**config.mk**
```make
export PLATFORM = sky130hd
export DESIGN_NAME = beat_sequencer
export DESIGN_NICKNAME = d
export VERILOG_FILES = /design/src/rtl/beat_sequencer.sv
export SDC_FILE = /design/constraint.sdc
export NUM_CORES = 1
export LEC_CHECK = 0
export CORE_MARGIN = 10
export CORE_UTILIZATION = 46
export DETAILED_ROUTE_END_ITERATION = 16
export PLACE_DENSITY = 0.76
export SYNTH_ARGS = -nofsm -noshare
export SYNTH_HDL_FRONTEND = slang
export SYNTH_SLANG_ARGS = --single-unit
```
**constraint.sdc**
```tcl
create_clock -name T3 -period 3.3 [get_ports T3]
set_input_delay 0.66 -clock T3 [delete_from_list [all_inputs] [get_ports T3]]
set_output_delay 0.66 -clock T3 [all_outputs]
set_load 0.01 [all_outputs]
```
**src/rtl/beat_sequencer.sv**
```systemverilog
// Beat sequencer: steps an instruction through one-hot beats W[k], retires it and
// counts it, and inserts an interrupt-acknowledge beat or halts between instructions.
module beat_sequencer #(
  parameter int NBEAT = 4,
  parameter int OPW   = 4
) (
  input  logic             T3,
  input  logic             CLR,
  input  logic             SWC,
  input  logic             SWB,
  input  logic             SWA,
  input  logic [OPW-1:0]   IRH,
  input  logic             SHORT,
  input  logic             LONG,
  input  logic             INTR,
  input  logic             INTEN,
  output logic [NBEAT-1:0] W,
  output logic             ST0,
  output logic [2:0]       BEAT,
  output logic             INTA,
  output logic             STOP,
  output logic [15:0]      ICNT
);

  typedef enum logic [2:0] {S_IDLE, S_INIT, S_RUN, S_ACK, S_HALT} state_e;

  localparam logic [4:0]     LAST_MAX = 5'(NBEAT - 1);
  localparam logic [OPW-1:0] OP_LD    = OPW'(4'b0101);
  localparam logic [OPW-1:0] OP_ST    = OPW'(4'b0110);
  localparam logic [OPW-1:0] OP_STP   = OPW'(4'b1110);

  state_e            state_q, state_d;
  logic [2:0]        beat_q, beat_d;
  logic [3:0]        ext_q, ext_d;
  logic              pend_q, pend_d;
  logic [15:0]       icnt_q, icnt_d;
  logic [NBEAT-1:0]  w_q, w_d;
  logic              st0_q, st0_d;
  logic              inta_q, inta_d;
  logic              stop_q, stop_d;

  logic       run_mode;
  logic [4:0] base_last, last_raw, last_beat;
  logic       is_last;

  assign run_mode  = ~(SWC | SWB | SWA);
  // ext_q counts LONG beats already taken; the current LONG extends this beat too
  assign base_last = (IRH == OP_LD || IRH == OP_ST) ? 5'd2 : 5'd1;
  assign last_raw  = base_last + {1'b0, ext_q} + {4'b0, LONG};
  assign last_beat = (last_raw > LAST_MAX) ? LAST_MAX : last_raw;
  assign is_last   = (beat_q == 3'd0 && SHORT) || ({2'b0, beat_q} >= last_beat);

  always_ff @(negedge T3 or negedge CLR) begin
    if (!CLR) begin
      state_q <= S_IDLE;
      beat_q  <= '0;
      ext_q   <= '0;
      pend_q  <= 1'b0;
      icnt_q  <= '0;
      w_q     <= '0;
      st0_q   <= 1'b0;
      inta_q  <= 1'b0;
      stop_q  <= 1'b1;
    end else begin
      state_q <= state_d;
      beat_q  <= beat_d;
      ext_q   <= ext_d;
      pend_q  <= pend_d;
      icnt_q  <= icnt_d;
      w_q     <= w_d;
      st0_q   <= st0_d;
      inta_q  <= inta_d;
      stop_q  <= stop_d;
    end
  end

  always_comb begin
    state_d = state_q;
    beat_d  = beat_q;
    ext_d   = ext_q;
    pend_d  = pend_q | INTR;
    icnt_d  = icnt_q;
    if (!run_mode) begin
      state_d = S_IDLE;
      beat_d  = '0;
      ext_d   = '0;
    end else begin
      case (state_q)
        S_IDLE: begin state_d = S_INIT; beat_d = '0; ext_d = '0; end
        S_INIT: begin state_d = S_RUN;  beat_d = '0; ext_d = '0; end
        S_RUN: begin
          if (is_last) begin
            icnt_d = icnt_q + 16'd1;
            beat_d = '0;
            ext_d  = '0;
            // halt has priority; the pending interrupt survives into the next run
            if (IRH == OP_STP && beat_q != 3'd0) state_d = S_HALT;
            else if (pend_q && INTEN) begin
              state_d = S_ACK;
              pend_d  = 1'b0;
            end else state_d = S_RUN;
          end else begin
            beat_d = beat_q + 3'd1;
            ext_d  = ext_q + {3'b0, LONG};
          end
        end
        S_ACK:  begin state_d = S_RUN; beat_d = '0; ext_d = '0; end
        S_HALT: state_d = S_HALT;
        default: begin state_d = S_IDLE; beat_d = '0; ext_d = '0; end
      endcase
    end
  end

  always_comb begin
    w_d    = '0;
    st0_d  = 1'b0;
    inta_d = 1'b0;
    stop_d = 1'b1;
    case (state_d)
      S_INIT: w_d[0] = 1'b1;
      S_RUN: begin
        w_d    = NBEAT'(1) << beat_d;
        st0_d  = 1'b1;
        stop_d = 1'b0;
      end
      S_ACK: begin
        st0_d  = 1'b1;
        inta_d = 1'b1;
        stop_d = 1'b0;
      end
      S_HALT: st0_d = 1'b1;
      default: ;
    endcase
  end

  assign W    = w_q;
  assign ST0  = st0_q;
  assign BEAT = beat_q;
  assign INTA = inta_q;
  assign STOP = stop_q;
  assign ICNT = icnt_q;

endmodule

```
# After elaboration in Yosys (flattened, before gate mapping)
# Cells that the tools add are included.
# totals
ff_bits	34
elab_cells	68
input_bits	13
output_inout_bits	26
# classes
bitwise	4
muxes	23
n_lt_le_gt_ge	2
addsub	5
n_eq_ne	12
n_reduce_logical	12
shifts	1
# ops
operator	count
3-bit two-way mux	6
16-bit by 1-bit adder with 16-bit output, second input constant	1
3-bit by 2-bit == test with 1-bit output, second input constant	4
3-bit case mux with 4 select lines	1
1-bit two-way mux	9
4-bit by 3-bit == test with 1-bit output, second input constant	2
4-bit two-way mux	2
4-bit case mux with 2 select lines	1
3-bit by 1-bit == test with 1-bit output, second input constant	2
3-bit == test, second input constant	2
3-bit logical NOT	2
3-bit case mux with 2 select lines	1
2-bit by 4-bit adder with 5-bit output	1
5-bit by 1-bit adder with 5-bit output	1
3-bit by 5-bit >= comparator with 1-bit output	1
5-bit by 2-bit greater-than comparator with 1-bit output, second input constant	1
5-bit two-way mux	1
4-bit by 1-bit adder with 4-bit output	1
4-bit == test, second input constant	1
2-bit OR reduction	2
1-bit by 3-bit << shifter with 4-bit output, first input constant	1
3-bit by 1-bit adder with 3-bit output, second input constant	1
1-bit logical AND	3
1-bit OR	3
other kinds (8)	9

# Depth between registers and ports, before layout
# logic_depth
depth_word	15
depth_mapped	15
mapped_depth_nobuf	15

==> run metrics <==
outcome complete, but fails checks; failing checks negative setup slack; Diodes inserted 0; CP max FO 4; crit path capture type flop; met1 WL 2130 microns; Clock Sinks 34; Async S/R FF share, synth 1.00; Synth top area share 0.443; actual slew at the worst max-slew pin 0.813 ns; fraction of layout cells with a size suffix above 1 0.447; routed vias/inst 5.28; # rows 23; final hold violation count 0; Avg WL per Cell 16.5 microns; Mapped Area 0.00187 sq mm; RSZ-0062 raised after global routing true; Clock power frac 0.455; Area contributors post-synth dfrtn_1 44%, ha_1 6.0%, xnor2_1 4.2%, xor2_1 3.3%, nor3_1 2.4%; endpoints failing setup 34; worst setup margin -1.83 ns; Vias 1,647; Cell variety after synth 49; Worst VDD drop 0.250 mV; CP Class in2reg; setup tns final -58.48 ns; max_slew headroom 0.457; Post-synth EDFFs 0; crit start category primary input; boundary pin count 39; Initial Util 0.470; Nets 285; top layer in use met4; data required time of the critical path 1.79 ns; CTS tree built; Util after Layout 0.750; drt first pass iters 4; total grt overflow 0; clock latency on the worst-skew pair 0.34 ns; Worst EP arrival 3.63 ns; sequential cell fraction of total power 0.420; hold_buf cts 0; Syn Nets 197; Inst Count DP 296; Mapped Cells 173; switch share 0.223; Int Power 0.000793 W; final instance count without filler cells 312; total number of yosys warnings 0; final estimated routing congestion in global placement 0.869; Lkg Pwr 1.47 nW; syn_area_per_cell 10.8 sq um; # DRC 0; Syn-to-layout area delta 59.8%; initial antenna violation count 0; CTS root buf clkbuf_8; DR iter-0 viols 80; Hold Path Class reg2reg; Die W 83.7 microns; ys flop type dfrtn_1; final WL 5140 microns; net switching power 0.000227 W; hold slack final 0.408 ns; post-route ant nets 0; DIE AREA 0.00700 sq mm; Total GRT Usage 0.143; # port buffers 38; CTS clk-pin slew, worst paths 0.05 ns; first-pass GRT wire length 8350 microns; largest area contributor in the netlist dfrtn_1; HPWL Detailed 3390 microns; largest net degree at the start of global routing 35; register area share after synthesis 0.457; met2 WL post-DR 2570 microns; WL met3 318 microns; CTS H-tree lvls 2; vias in the first global route 1,739; max-slew violation count 0; Setup Skew 0.0540 ns; pwr/cell area 342 mW/mm^2; CTS buffer count 5; core area 0.00397 sq mm; max_cap viols 0; post-synthesis register bit count 34; Max Root-Sink Buffers 2; Logic pwr share 0.125; die extent in y 83.7 microns
[power groups by stage]
stage / clock network, W / logic, W / registers [W]
detailed placement: 0.00000379 / 0.000108 / 0.000435
global route: 0.000489 / 0.000137 / 0.000428
global placement: 0.00000379 / 0.000106 / 0.000435
finish: 0.000464 / 0.000128 / 0.000428
CTS: 0.000469 / 0.000115 / 0.000428
floorplan: 0.00000379 / 0.0000520 / 0.000435
[critical path: stages]
cell and delay [ns]:
buf_6 0.09, xor2_1 0.14, and3b_2 0.21, inv_2 0.04
fa_2 0.34, fa_2 0.34, o21a_1 0.20, or3_4 0.34
ha_4 0.30, nor2b_4 0.05, buf_6 0.11, o211ai_4 0.25
nand2_4 0.10, buf_12 0.15, mux2_4 0.28
[timing repair]
action / CTS / global route
buffers inserted: 4 / 4
gates cloned: 0 / 0
resized for setup: 68 / 45
endpoints found under the setup margin: 60 / 53
pin swaps: 22 / 27
[logic make-up after synthesis]
| family | count (synthesis) | synth area share |
|---|---|---|
| and+or+nand+nor | 75 | 0.248 |
| DFF | 34 | 0.457 |
| AOI/OAI and AO/OA | 26 | 0.108 |
| xor gates and xnor gates | 16 | 0.0751 |
| adders and majority gates | 11 | 0.0818 |
| buffers and inverters | 9 | 0.0221 |
| other | 1 | 0.00201 |
| muxes | 1 | 0.00604 |
[cell usage after synthesis, drive strengths merged, types with 4 or more instances]
| library cell | instances |
|---|---|
| inv | 8 |
| nor2 | 10 |
| o21ai | 7 |
| ha | 9 |
| nand2 | 13 |
| xor2 | 7 |
| and3 | 5 |
| nand2b | 5 |
| nor2b | 5 |
| dfrtn | 33 |
| a21oi | 4 |
| nor3 | 12 |
| nand3 | 7 |
| xnor2 | 9 |
[path summary, 6_finish.rpt]
kind                               start       end  slack [ns]  depth (start not counted)
worst min register to register  ICNT[15]  ICNT[15]        0.41                          1
max in group asynchronous            CLR      STOP        0.71                          2
worst min-delay path            ICNT[15]  ICNT[15]        0.41                          1
worst max register to register  ext_q[0]   ICNT[1]        0.24                         11
worst max-delay path              IRH[0]   ICNT[1]       -1.83                         15
min in group asynchronous            CLR   ICNT[3]        2.27                          2
[cell type report]
class                           instances  area (sq um)
Clock buffer                            5          68.8
Clock inverter                          4          67.6
Fill cell                             259           991
Inverter                                7          26.3
Multi-Input combinational cell        130          1200
Sequential cell                        34           852
Tap cell                               50          62.6
Timing Repair Buffer                   82           706
[through the flow]
step	area [sq um]	total power, W	setup slack (ns)
finish	2980	0.00102	-1.83
global route	2980	0.00105	-1.91
CTS	2860	0.00101	-1.88
detailed placement	2660	0.000547	-2.47
global placement	2660	0.000545	-2.36
floorplan	1950	0.000491	-1.80
[sequential cells by signal (all words and copies together), names as in the netlist]
name     cells
W            4
pend_q       1
ICNT        16
BEAT         3
ST0          1
ext_q        4
state_q      3
STOP         1
INTA         1
[placed cells by master, fill, tap and decap left out, drive strengths merged, types with 4 or more instances in the layout]
cell type,netlist,layout
buf,1,48
nand2b,5,5
nor3,12,12
dlygate4sd2,0,5
a21oi,4,4
nor2b,5,5
ha,9,9
xnor2,9,9
inv,8,8
clkdlybuf4s15,0,11
nand2,13,13
and3,5,5
nor2,10,10
dfrtn,33,33
clkdlybuf4s50,0,7
nand3,7,7
clkbuf,0,15
o21ai,7,7
xor2,7,7
[layer usage]
| layer | vias up | track usage |
|---|---|---|
| met4 | 0 | 0.0609 |
| met3 | 9 | 0.0498 |
| li1 | 793 | - |
| met5 | - | 0 |
| met1 | 803 | 0.165 |
| met2 | 42 | 0.235 |
Power figures use the tool's default switching activity.
